### src/rtl/psum_accum_ctrl_if.sv
// OFIFO / PSUM-SRAM bus bundle for the partial-sum drain engine.
// The slave modport is the engine's view; the master modport is the environment's view.
interface psum_accum_ctrl_if #(
    parameter int COL     = 8,
    parameter int PSUM_BW = 16,
    parameter int ADDR_BW = 11
);
    logic                     start;
    logic [ADDR_BW-1:0]       base_addr;
    logic [ADDR_BW-1:0]       num_rows;
    logic                     acc_mode;
    logic                     relu_en;
    logic                     ofifo_valid;
    logic [COL*PSUM_BW-1:0]   ofifo_out;
    logic                     ofifo_rd;
    logic                     pmem_cen;
    logic                     pmem_wen;
    logic                     pmem_ren;
    logic [ADDR_BW-1:0]       pmem_addr;
    logic [COL*PSUM_BW-1:0]   pmem_d;
    logic [COL*PSUM_BW-1:0]   pmem_q;
    logic                     busy;
    logic                     done;

    modport slave (
        input  start, base_addr, num_rows, acc_mode, relu_en,
        input  ofifo_valid, ofifo_out, pmem_q,
        output ofifo_rd, pmem_cen, pmem_wen, pmem_ren, pmem_addr, pmem_d, busy, done
    );

    modport master (
        output start, base_addr, num_rows, acc_mode, relu_en,
        output ofifo_valid, ofifo_out, pmem_q,
        input  ofifo_rd, pmem_cen, pmem_wen, pmem_ren, pmem_addr, pmem_d, busy, done
    );
endinterface

### src/rtl/psum_accum_ctrl.sv
// Drains OFIFO rows into the PSUM SRAM, either overwriting or doing a per-row
// saturating read-modify-write, with optional ReLU on the written data.
module psum_accum_ctrl #(
    parameter int COL     = 8,
    parameter int PSUM_BW = 16,
    parameter int ADDR_BW = 11
) (
    input  logic               clk,
    input  logic               reset,
    psum_accum_ctrl_if.slave   bus
);
    localparam int W = PSUM_BW;

    typedef enum logic [1:0] {IDLE, FETCH, ADD, FINISH} state_t;

    state_t               state_q, state_d;
    logic [ADDR_BW-1:0]   ptr_q, ptr_d;
    logic [ADDR_BW-1:0]   cnt_q, cnt_d, cnt_inc;
    logic [ADDR_BW-1:0]   nrows_q;
    logic                 acc_q, relu_q;
    logic [COL*W-1:0]     hold_q, hold_d;
    logic [COL*W-1:0]     wdata;

    // Write data: saturated sum in ADD, raw OFIFO row otherwise; ReLU last.
    for (genvar k = 0; k < COL; k++) begin : g_lane
        logic [W-1:0] h, q, src, sat;
        logic [W:0]   sum;
        assign h   = hold_q[k*W +: W];
        assign q   = bus.pmem_q[k*W +: W];
        assign sum = {h[W-1], h} + {q[W-1], q};
        always_comb begin
            if (sum[W] != sum[W-1])
                sat = sum[W] ? {1'b1, {(W-1){1'b0}}} : {1'b0, {(W-1){1'b1}}};
            else
                sat = sum[W-1:0];
        end
        assign src = (state_q == ADD) ? sat : bus.ofifo_out[k*W +: W];
        assign wdata[k*W +: W] = (relu_q && src[W-1]) ? '0 : src;
    end

    assign cnt_inc = cnt_q + 1'b1;

    always_comb begin
        state_d       = state_q;
        ptr_d         = ptr_q;
        cnt_d         = cnt_q;
        hold_d        = hold_q;
        bus.ofifo_rd  = 1'b0;
        bus.pmem_cen  = 1'b1;
        bus.pmem_wen  = 1'b1;
        bus.pmem_ren  = 1'b0;
        bus.pmem_addr = '0;
        bus.pmem_d    = '0;
        bus.busy      = 1'b0;
        bus.done      = 1'b0;
        case (state_q)
            IDLE: begin
                if (bus.start) begin
                    ptr_d   = bus.base_addr;
                    cnt_d   = '0;
                    state_d = (bus.num_rows == '0) ? FINISH : FETCH;
                end
            end
            FETCH: begin
                bus.busy = 1'b1;
                if (bus.ofifo_valid) begin
                    bus.ofifo_rd  = 1'b1;
                    bus.pmem_cen  = 1'b0;
                    bus.pmem_addr = ptr_q;
                    if (acc_q) begin
                        bus.pmem_ren = 1'b1;
                        hold_d       = bus.ofifo_out;
                        state_d      = ADD;
                    end else begin
                        bus.pmem_wen = 1'b0;
                        bus.pmem_d   = wdata;
                        ptr_d        = ptr_q + 1'b1;
                        cnt_d        = cnt_inc;
                        state_d      = (cnt_inc == nrows_q) ? FINISH : FETCH;
                    end
                end
            end
            ADD: begin
                bus.busy      = 1'b1;
                bus.pmem_cen  = 1'b0;
                bus.pmem_wen  = 1'b0;
                bus.pmem_addr = ptr_q;
                bus.pmem_d    = wdata;
                ptr_d         = ptr_q + 1'b1;
                cnt_d         = cnt_inc;
                state_d       = (cnt_inc == nrows_q) ? FINISH : FETCH;
            end
            FINISH: begin
                bus.done = 1'b1;
                state_d  = IDLE;
            end
            default: state_d = IDLE;
        endcase
    end

    always_ff @(posedge clk) begin
        if (reset) begin
            state_q <= IDLE;
            ptr_q   <= '0;
            cnt_q   <= '0;
            nrows_q <= '0;
            acc_q   <= 1'b0;
            relu_q  <= 1'b0;
            hold_q  <= '0;
        end else begin
            state_q <= state_d;
            ptr_q   <= ptr_d;
            cnt_q   <= cnt_d;
            hold_q  <= hold_d;
            // Configuration is frozen for the whole tile once accepted.
            if (state_q == IDLE && bus.start) begin
                nrows_q <= bus.num_rows;
                acc_q   <= bus.acc_mode;
                relu_q  <= bus.relu_en;
            end
        end
    end
endmodule

### src/flat_wrapper.sv
// flat-port wrapper written by rule: the top's interface ports become plain ports
module psum_accum_ctrl_flat 
#(
    parameter int COL     = 8,
    parameter int PSUM_BW = 16,
    parameter int ADDR_BW = 11
)
  (clk, reset, bus_start, bus_base_addr, bus_num_rows, bus_acc_mode, bus_relu_en, bus_ofifo_valid, bus_ofifo_out, bus_pmem_q, bus_ofifo_rd, bus_pmem_cen, bus_pmem_wen, bus_pmem_ren, bus_pmem_addr, bus_pmem_d, bus_busy, bus_done);
  psum_accum_ctrl_if #(.COL(COL), .PSUM_BW(PSUM_BW), .ADDR_BW(ADDR_BW)) bus_i ();
  input  logic clk;
  input  logic reset;
  input wire logic [$bits(bus_i.start)-1:0] bus_start;
  input wire logic [$bits(bus_i.base_addr)-1:0] bus_base_addr;
  input wire logic [$bits(bus_i.num_rows)-1:0] bus_num_rows;
  input wire logic [$bits(bus_i.acc_mode)-1:0] bus_acc_mode;
  input wire logic [$bits(bus_i.relu_en)-1:0] bus_relu_en;
  input wire logic [$bits(bus_i.ofifo_valid)-1:0] bus_ofifo_valid;
  input wire logic [$bits(bus_i.ofifo_out)-1:0] bus_ofifo_out;
  input wire logic [$bits(bus_i.pmem_q)-1:0] bus_pmem_q;
  output wire logic [$bits(bus_i.ofifo_rd)-1:0] bus_ofifo_rd;
  output wire logic [$bits(bus_i.pmem_cen)-1:0] bus_pmem_cen;
  output wire logic [$bits(bus_i.pmem_wen)-1:0] bus_pmem_wen;
  output wire logic [$bits(bus_i.pmem_ren)-1:0] bus_pmem_ren;
  output wire logic [$bits(bus_i.pmem_addr)-1:0] bus_pmem_addr;
  output wire logic [$bits(bus_i.pmem_d)-1:0] bus_pmem_d;
  output wire logic [$bits(bus_i.busy)-1:0] bus_busy;
  output wire logic [$bits(bus_i.done)-1:0] bus_done;
  assign bus_i.start = bus_start;
  assign bus_i.base_addr = bus_base_addr;
  assign bus_i.num_rows = bus_num_rows;
  assign bus_i.acc_mode = bus_acc_mode;
  assign bus_i.relu_en = bus_relu_en;
  assign bus_i.ofifo_valid = bus_ofifo_valid;
  assign bus_i.ofifo_out = bus_ofifo_out;
  assign bus_i.pmem_q = bus_pmem_q;
  assign bus_ofifo_rd = bus_i.ofifo_rd;
  assign bus_pmem_cen = bus_i.pmem_cen;
  assign bus_pmem_wen = bus_i.pmem_wen;
  assign bus_pmem_ren = bus_i.pmem_ren;
  assign bus_pmem_addr = bus_i.pmem_addr;
  assign bus_pmem_d = bus_i.pmem_d;
  assign bus_busy = bus_i.busy;
  assign bus_done = bus_i.done;
  psum_accum_ctrl #(.COL(COL), .PSUM_BW(PSUM_BW), .ADDR_BW(ADDR_BW)) u_core (.clk(clk), .reset(reset), .bus(bus_i));
endmodule
### config.mk
export PLATFORM = sky130hd
export DESIGN_NAME = psum_accum_ctrl_flat
export DESIGN_NICKNAME = d
export VERILOG_FILES = /design/src/rtl/psum_accum_ctrl_if.sv /design/src/rtl/psum_accum_ctrl.sv /design/src/flat_wrapper.sv
export SDC_FILE = /design/constraint.sdc
export NUM_CORES = 1
export LEC_CHECK = 0
export ABC_AREA = 1
export BUFFER_PORTS_ARGS = -buffer_cell sky130_fd_sc_hd__buf_2
export CAP_MARGIN = 5
export CORE_ASPECT_RATIO = 1.1
export CORE_UTILIZATION = 50
export CTS_BUF_LIST = sky130_fd_sc_hd__clkbuf_8
export DETAILED_ROUTE_END_ITERATION = 12
export PLACE_DENSITY_LB_ADDON = 0.1
export SLEW_MARGIN = 15
export SYNTH_ARGS = -nofsm -noshare
export SYNTH_HDL_FRONTEND = slang
export SYNTH_SLANG_ARGS = --single-unit
### constraint.sdc
create_clock -name clk -period 2.7 [get_ports clk]
set_clock_uncertainty 0.1 [all_clocks]
set_input_delay 0.135 -clock clk [delete_from_list [all_inputs] [get_ports clk]]
set_output_delay 0.135 -clock clk [all_outputs]
set_load 0.02 [all_outputs]
# Word-level counts from Yosys, hierarchy flattened
# Index checks and enable logic that the tools add are counted.
word_totals:
  ff_bits: 165
  latchBits: 0
  mem_bits_rw: 0
  rom_bits: 0
  output_inout_bits: 145
  n_memories: 0
classes:
  addsub: 10
  n_mul: 0
  n_div: 0
  magnitude_cmp: 0
  n_eq_ne: 15
  shifts: 0
  n_mux: 62
  bitwise_logic: 0
  reduce_logical: 16
op_table:
  columns: ["cell", "n"]
  rows:
  - ["$mux W16", 32]
  - ["$mux W128", 2]
  - ["$pmux W128 S2", 1]
  - ["$add A16 B16 Y17", 8]
  - ["$mux W11", 7]
  - ["$pmux W11 S3", 2]
  - ["$add A11 B1 Y11 const B", 2]
  - ["$pmux W11 S2", 1]
  - ["$eq A11 B11 Y1", 1]
  - ["$logic_not A11 Y1", 1]
  - ["$mux W2", 5]
  - ["$logic_and A1 B1 Y1", 9]
  - ["$mux W1", 9]
  - ["$ne A1 B1 Y1", 8]
  - ["$pmux W2 S4", 1]
  - ["$ne A2 B2 Y1 const B", 3]
  - ["$eq A2 B2 Y1 const B", 2]
  - ["$pmux W1 S2", 2]
  - ["$reduce_and A4 Y1", 1]
  - ["$reduce_and A3 Y1", 1]
  - ["$reduce_bool A3 Y1", 1]
  - ["$eq A2 B1 Y1 const B", 1]
  - ["$logic_not A2 Y1", 1]
  - ["$reduce_and A2 Y1", 1]
  - ["$reduce_or A2 Y1", 1]

# Logic depth before layout (Yosys ltp)
# Gate-level depths: netlist (run 1).
depth:
  depth_word: 9
  mapped_depth: 19
  mapped_depth_nobuf: 18

# Least setup slack after synthesis (run 1)
# No wires, ideal clock.
synth_path:
  path_type: "reg-to-output"
  startpoint: "register u_core.hold_q[16]"
  endpoint: "output port bus_pmem_d[26]"
  arrival_ns: 2.666
  required_time_ns: 2.465
  slack_ns: -0.201
  stages_incl_launch_ff: 19
  cell_sequence: "dfxtp_1 > ha_1 > fa_1 > nand3_1 > nand2_1 > nand2_1 > nand3_1 > nand3_1 > o211ai_1 > and2_1 > ha_1 > nor2_1 > a21oi_1 > inv_1 > o21ai_1 > inv_2 > buf_2 > o21ai_0 > a21oi_1"
synth_via:
  elab_chain_cells: 9
synth_lines:
  columns: ["item", "line", "source"]
  rows:
  - ["from (decl)", "psum_accum_ctrl.sv:21", "logic [COL*W-1:0] hold_q, hold_d;"]
  - ["from (signal assigned)", "psum_accum_ctrl.sv:114", "hold_q <= hold_d;"]
  - ["$add A16 B16 Y17 (*)", "psum_accum_ctrl.sv:30", "assign sum = {h[W-1], h} + {q[W-1], q};"]
  - ["$mux W16 or $ne A1 B1 Y1 (tied branches)", "psum_accum_ctrl.sv:33, psum_accum_ctrl.sv:32", null]
  - ["$mux W16 (*)", "psum_accum_ctrl.sv:32", "if (sum[W] != sum[W-1])"]
  - ["$mux W16 (*)", "psum_accum_ctrl.sv:37", "assign src = (state_q == ADD) ? sat : bus.ofifo_out[k*W +: W];"]
  - ["$logic_and A1 B1 Y1", "psum_accum_ctrl.sv:38", "assign wdata[k*W +: W] = (relu_q && src[W-1]) ? '0 : src;"]
  - ["$mux W16 (*)", "psum_accum_ctrl.sv:38", null]
  - ["$mux W128", "psum_accum_ctrl.sv:70", "if (acc_q) begin"]
  - ["$mux W128", "psum_accum_ctrl.sv:66", "if (bus.ofifo_valid) begin"]
  - ["$pmux W128 S2 (*)", "psum_accum_ctrl.sv:56", "case (state_q)"]
  - ["to (decl)", "flat_wrapper.sv:25", "output wire logic [$bits(bus_i.pmem_d)-1:0] bus_pmem_d;"]
# Every way passes the cells marked *; elsewhere a longest branch is shown, timed or not.

# Final worst setup path (run 1)
layout_path:
  startpoint: "register u_core.hold_q[16]"
  endpoint: "output port bus_pmem_d[28]"
# Same word-level chain as after synthesis.

==> reports/qor.tcl, run 1 <==
set qor(htree_levels) 4
set qor(synth_seq_area_share) 0.204
set qor(use_met2) 0.655
set qor(routed_via_density) 5.48
set qor(netlist_area_sq_um) 16200
set qor(number_of_warnings_issued_by_yosys) 0
set qor(drtIter0Drc) 1415
set qor(hold_viol_final) 0
set qor(buffer_depth_of_the_longest_clock_path) 2
set qor(critical_path.most_common_cell) {buf_4}
set qor(number_of_storage_elements_in_the_synthesis_netlist) 165
set qor(number_of_global_route_vias_before_repair) 20100
set qor(clock_sink_count) 165
set qor(drc) 0
set qor(die_y_um) 191
set qor(finalMaxSlewViolations) 0
set qor(clk_root_buffer_cell) {clkbuf_8}
set qor(worstPathMaxFanout) 2
set qor(fp.dieArea_sq_um) 33200
set qor(critPathCaptureType) {primary output}
set qor(dieWidth_um) 174
set qor(flip_flop_cell_with_the_highest_count_after_synthesis) {dfxtp_1}
set qor(power.density_nw_per_um2) 515
set qor(power.leakage_nw) 12.0
set qor(numCtsBuffers) 17
set qor(post_synth_inst_count) 2826
set qor(final_cycle_share) 1.33
set qor(share_of_cells_above_drive_strength_1) 0.277
set qor(vdd_ir_drop_max_v) 0.000423
set qor(wl_per_cell_um) 16.7
set qor(worst_setup_path_start_kind) {flip-flop}
set qor(initial_core_util) 0.513
set qor(final.setup.worst_slack_ns) -0.893
set qor(layout_commonest_cell) {nor2_1}
set qor(criticalPathCategory) {reg2out}
set qor(critical_path_arrival_ns) 3.36
set qor(synth_fp_nets) 3254
set qor(postRouteWirelength_um) 65600
set qor(antenna_left) 0
set qor(run_status) {finished, violations left}
set qor(fin_crit_ns) 3.59
set qor(grt_use_met3) 0.0805
set qor(num_io_pins) 429
set qor(dpl.hpwl_um) 45800
set qor(final-setup-viol-count) 128
set qor(grt_first_pass_wirelength_um) 98700
set qor(core_region_area_sq_um) 31700
set qor(globalRoute.busiestLayer) {met2}
set qor(synth-async-reset-ratio) 0
set qor(clkTransAtPathRegs_ns) 0.10
set qor(placementRows) 68
set qor(post_synth_num_cell_types) 46
set qor(count_of_max_cap_constraint_violations) 0
set qor(preCtsSetupSlack_ns) -0.370
set qor(timing.fmax_ghz) 0.278
set qor(worst_ep_required_time_ns) 2.47
set qor(grt_start_max_net_pins) 102
set qor(max_slew.worst_pin.slew_ns) 0.702
set qor(clk_latency_ns) 0.50
set qor(crit_path_max_incr_delay_ns) 0.39
set qor(grt_use_total) 0.369
set qor(clock_tree_from_tritoncts) {built}
set qor(post_synth.cell_area_avg_sq_um) 5.74
set qor(grt_antenna_before_repair) 21
set qor(max_slew_margin) 0.532
set qor(grt_setup_unrepaired) {yes}
set qor(path_cells) {ha_4, fa_2, nand3_2, nand2_2, nand2_2, nand3_2, buf_4, buf_4, buf_4, buf_4, buf_4, buf_4, buf_4, nand2_1, nand3_1, nand3_1, nand2_1, a21oi_2, buf_4}
set qor(grt_overflow_total) 0
set qor(fill_cells) 2520
set qor(placement.io_buffers) 428
set qor(global_route.usage.met1) 0.404
set qor(synth-edff-count) 0
set qor(min_path_type) {in2reg}
set qor(layout-area-overhead-vs-synth_pct) 48.5
set qor(final_weighted_congestion_in_routability_driven_placement) 0.961
set qor(failed_checks) {negative setup slack}
set qor(most-common-layout-cells) {nor2_1 (654), nand2_1 (601), buf_2 (347)}
set qor(drt_pre_antenna_iters) 6
set qor(vias) 21600
set qor(final_net_count) 3922
set qor(slowest_stage) {fa_2}
set qor(fin_tns_setup_ns) -50.53
report_power, final:
part	internal, mW	leakage (nW)	switching, mW
clock network	1.06	0.222	0.999
registers	2.68	1.34	0.230
logic	2.82	10.4	4.60
cell type report:
class	instances	area, sq um	area share
Multi-Input combinational cell	2335	13300	0.554
Timing Repair Buffer	746	5570	0.231
Sequential cell	165	3320	0.138
Inverter	227	870	0.0361
Tap cell	420	526	0.0218
Clock buffer	20	275	0.0114
Clock inverter	10	155	0.00644
Antenna cell	12	30.0	0.00125
Timing Repair inverter	2	15.0	0.000623
metal layers:
| metal | routed length, um | share of wire | up-vias |
|---|---|---|---|
| li1 | - | - | 10400 |
| met1 | 24900 | 0.38 | 9908 |
| met2 | 32000 | 0.49 | 944 |
| met3 | 4960 | 0.076 | 252 |
| met4 | 3650 | 0.056 | 16 |
| met5 | 92 | 0.0014 | - |
cells in the mapped netlist, types with 6 or more instances:
master | number | share of area
nand4_1 | 10 | 0.0039
xor2_1 | 43 | 0.023
o21ai_0 | 253 | 0.078
o21bai_1 | 15 | 0.0069
xnor2_1 | 38 | 0.021
buf_4 | 6 | 0.0028
buf_1 | 9 | 0.0021
fa_1 | 8 | 0.0099
nand2_1 | 703 | 0.16
dfxtp_1 | 165 | 0.20
or2_2 | 12 | 0.0046
nand3_1 | 131 | 0.040
ha_1 | 136 | 0.10
nand3b_1 | 11 | 0.0051
nor3_1 | 17 | 0.0052
inv_2 | 8 | 0.0019
inv_1 | 218 | 0.050
buf_2 | 14 | 0.0043
a21o_1 | 8 | 0.0037
nor2_1 | 693 | 0.16
nor4_1 | 11 | 0.0042
a21oi_1 | 197 | 0.061
clkbuf_1 | 68 | 0.016
nor2_2 | 6 | 0.0023
worst paths after layout:
path	startpoint	to	slack [ns]	depth (start not counted)
min reg2reg	u_core.nrows_q[7]$_SDFFE_PP0P_	u_core.nrows_q[7]$_SDFFE_PP0P_	0.38	2
max	u_core.hold_q[16]$_SDFFE_PP0P_	bus_pmem_d[28]	-0.89	19
min	bus_ofifo_valid	u_core.state_q[0]$_SDFFE_PP0P_	0.22	6
max reg2reg	u_core.state_q[0]$_SDFFE_PP0P_	u_core.ptr_q[9]$_SDFFE_PP0P_	0.18	11
stage by stage:
| stage | hold WS (ns) | utilization | power, mW | instance area (sq um) | std cells |
|---|---|---|---|---|---|
| after floorplan | 0.147 | - | 6.85 | 16300 | 2826 |
| after global placement | 0.270 | 0.615 | 8.73 | 19500 | 3676 |
| after detailed placement | 0.278 | 0.615 | 8.82 | 19500 | 3676 |
| after CTS | 0.158 | 0.713 | 11.6 | 22600 | 3893 |
| after global routing | 0.261 | 0.761 | 13.2 | 24100 | 3935 |
| final | 0.220 | 0.761 | 12.4 | 24100 | 3937 |
critical path, delay by kind of cell, from the launching register on:
kind	cells	cell delay (ns)
buf+inv	8	1.04
simple gates	8	0.72
fa+ha+maj	2	0.55
flops	1	0.35
compound gates	1	0.19
registers in the layout, summed over array words and instances, names as in the netlist:
name	count
u_core.hold_q	128
u_core.cnt_q	11
u_core.nrows_q	11
u_core.ptr_q	11
u_core.state_q	2
u_core.acc_q	1
u_core.relu_q	1
cell families (layout without fill, tap and decap cells):
| group | count (synthesis) | in the layout | share of synthesized area |
|---|---|---|---|
| buf+inv | 327 | 1005 | 0.0795 |
| xor+xnor | 81 | 81 | 0.0437 |
| fa+ha+maj | 144 | 144 | 0.115 |
| flops | 165 | 165 | 0.204 |
| simple gates | 1610 | 1611 | 0.397 |
| compound gates | 499 | 499 | 0.162 |
| other cells | 0 | 12 | 0 |
timing repair:
| action | CTS | global route |
|---|---|---|
| gates cloned | 5 | 1 |
| endpoints found under the setup margin | 128 | 140 |
| resized for setup | 239 | 320 |
| buffers inserted | 28 | 35 |
| hold endpoints to repair | 164 | 0 |
| hold buffers | 156 | 0 |
| pin swaps | 29 | 76 |
Power figures use the tool's default switching activity.
==> inputs of run 2 (changes only) <==
--- a/config.mk
+++ b/config.mk
@@ -9,7 +9,7 @@
 export BUFFER_PORTS_ARGS = -buffer_cell sky130_fd_sc_hd__buf_2
 export CAP_MARGIN = 5
 export CORE_ASPECT_RATIO = 1.1
-export CORE_UTILIZATION = 50
+export CORE_UTILIZATION = 56
 export CTS_BUF_LIST = sky130_fd_sc_hd__clkbuf_8
 export DETAILED_ROUTE_END_ITERATION = 12
 export PLACE_DENSITY_LB_ADDON = 0.1
==> constraint.sdc (replaced) <==
create_clock -name clk -period 3.78 [get_ports clk]
set_clock_uncertainty 0.1 [all_clocks]
set_input_delay 0.189 -clock clk [delete_from_list [all_inputs] [get_ports clk]]
set_output_delay 0.189 -clock clk [all_outputs]
set_load 0.02 [all_outputs]
==> reports/qor.tcl, run 2 (same netlist as run 1, synthesis figures left out) <==
set qor(max_slew_margin) 0.404
set qor(clkTransAtPathRegs_ns) 0.12
set qor(layout-area-overhead-vs-synth_pct) 28.5
set qor(fin_crit_ns) 3.60
set qor(criticalPathCategory) {reg2out}
set qor(reg2reg_from) {u_core.state_q[1]$_SDFFE_PP0P_}
set qor(clk_latency_ns) 0.50
set qor(drt_pre_antenna_iters) 6
set qor(critPathCaptureType) {primary output}
set qor(drc) 0
set qor(area.sequential_sq_um) 3310
set qor(multi_input_area_sq_um) 11900
set qor(final_weighted_congestion_in_routability_driven_placement) 0.972
set qor(finalMaxSlewViolations) 0
set qor(min_path_type) {in2reg}
set qor(worstReg2RegEnd) {u_core.hold_q[40]$_SDFFE_PP0P_}
set qor(grt_start_max_net_pins) 143
set qor(crit_path_max_incr_delay_ns) 0.35
set qor(number_of_global_route_vias_before_repair) 19600
set qor(share_of_cells_above_drive_strength_1) 0.174
set qor(fp.dieArea_sq_um) 29700
set qor(reg2regPathDepth) 8
set qor(rrSetupSlack_ns) 0.98
set qor(final_cycle_share) 0.952
set qor(max_slew.worst_pin.slew_ns) 0.894
set qor(report.power.total_mw) 7.73
set qor(count_of_max_cap_constraint_violations) 0
set qor(drtIter0Drc) 1755
set qor(timing.critical_path.from) {u_core.hold_q[16]$_SDFFE_PP0P_}
set qor(postRouteWirelength_um) 60900
set qor(power.density_nw_per_um2) 370
set qor(routed_via_density) 5.51
set qor(num_io_pins) 429
set qor(final_net_count) 3777
set qor(max_flop_register) {u_core.hold_q}
set qor(largest_reg_flops) 128
set qor(worstPathMaxFanout) 7
set qor(layout_commonest_cell) {nand2_1}
set qor(antenna_left) 0
set qor(buffer_depth_of_the_longest_clock_path) 2
set qor(final-setup-viol-count) 0
set qor(die_y_um) 181
set qor(grt_use_total) 0.401
set qor(dpl.hpwl_um) 43500
set qor(run_status) {complete, no violations}
set qor(clock_tree_from_tritoncts) {built}
set qor(numCtsBuffers) 17
set qor(grt_antenna_before_repair) 16
set qor(power.leakage_nw) 11.0
set qor(initial_core_util) 0.567
set qor(vias) 20600
set qor(core_region_area_sq_um) 28600
set qor(clock_sink_count) 165
set qor(wl_per_cell_um) 16.3
set qor(hold_viol_final) 0
set qor(timing.fmax_ghz) 0.278
set qor(critical_path.most_common_cell) {nand2_2}
set qor(placementRows) 65
set qor(worstSetupEndpoint) {bus_pmem_d[24]}
set qor(worst_setup_path_start_kind) {flip-flop}
set qor(clk_root_buffer_cell) {clkbuf_8}
set qor(placement.io_buffers) 428
set qor(dieWidth_um) 164
set qor(path_cells) {ha_4, fa_2, nand3_2, nand2_2, nand2_2, nand3_4, nand3_2, nand2_1, nand2_2, and2_4, ha_4, nor2_2, a21oi_2, inv_1, o21ai_4, clkinvlp_4, o21ai_1, a21oi_1, buf_4}
set qor(critical_path_arrival_ns) 3.31
set qor(fin_tns_setup_ns) 0
set qor(slowest_stage) {dfxtp_2}
set qor(finalHoldWorstSlack_ns) 0.0351
set qor(fill_cells) 2475
set qor(most-common-layout-cells) {nand2_1 (693), nor2_1 (687), buf_2 (424)}
set qor(htree_levels) 4
set qor(grt_overflow_total) 0
set qor(vdd_ir_drop_max_v) 0.000382
set qor(grt_first_pass_wirelength_um) 95100
set qor(worst_ep_required_time_ns) 3.49
==> run 2: area by class of cell <==
class	instances	share of cell area
Tap cell	368	0.0221
Antenna cell	13	0.00156
Clock inverter	15	0.00756
Timing Repair inverter	1	0.000360
Sequential cell	165	0.158
Clock buffer	17	0.0112
Multi-Input combinational cell	2334	0.572
Timing Repair Buffer	603	0.186
Inverter	227	0.0413
==> run 2: metal layers <==
metal | wire, um | track usage
met4 | 3140 | 0.227
met1 | 23700 | 0.452
met2 | 28300 | 0.671
met3 | 5680 | 0.112
met5 | 54 | 0
==> run 2: worst min path at each step <==
stage,from,slack (ns),end,cells after the start
floorplan,bus_start,0.20,u_core.nrows_q[8]$_SDFFE_PP0P_,1
finish,bus_base_addr[9],0.04,u_core.ptr_q[9]$_SDFFE_PP0P_,5
global route,bus_base_addr[9],0.03,u_core.ptr_q[9]$_SDFFE_PP0P_,5
global placement,bus_ofifo_out[20],0.32,u_core.hold_q[20]$_SDFFE_PP0P_,3
detailed placement,bus_ofifo_out[7],0.33,u_core.hold_q[7]$_SDFFE_PP0P_,3
CTS,bus_base_addr[9],0.005,u_core.ptr_q[9]$_SDFFE_PP0P_,5
==> run 2: through the flow <==
stage               worst slack [ns]  instances  cell area [sq um]   util
finish                         0.180       3743              20900  0.729
global route                -0.00557       3737              20800  0.728
CTS                           0.0259       3722              20500  0.717
detailed placement             0.279       3533              18500  0.647
global placement               0.369       3533              18500  0.647
floorplan                      0.825       2826              16200      -
==> run 2: timing repair <==
item / CTS / global route
setup buffers: 4 / 8
pin swaps: 3 / 15
gates resized for setup: 19 / 62
endpoints found under the setup margin: 15 / 52
hold buffers: 152 / 0
cloned: 1 / 0
endpoints found under the hold margin: 152 / 0
==> run 2: worst max-delay path: cells and delay by family (launching register included) <==
family | cells | cell delay (ns)
flip-flops | 1 | 0.35
AND/OR/NAND/NOR | 9 | 0.74
buffers and inverters | 3 | 0.55
adder cells (fa/ha/maj) | 3 | 0.64
AO/OA/AOI/OAI | 4 | 0.52
==> run 2: where the power goes <==
part           leakage (nW)  total, mW  internal (mW)  switching, mW
Clock                 0.201       1.37          0.553          0.820
Sequential             1.34       2.07           1.92          0.152
Combinational          9.42       4.29           1.39           2.89
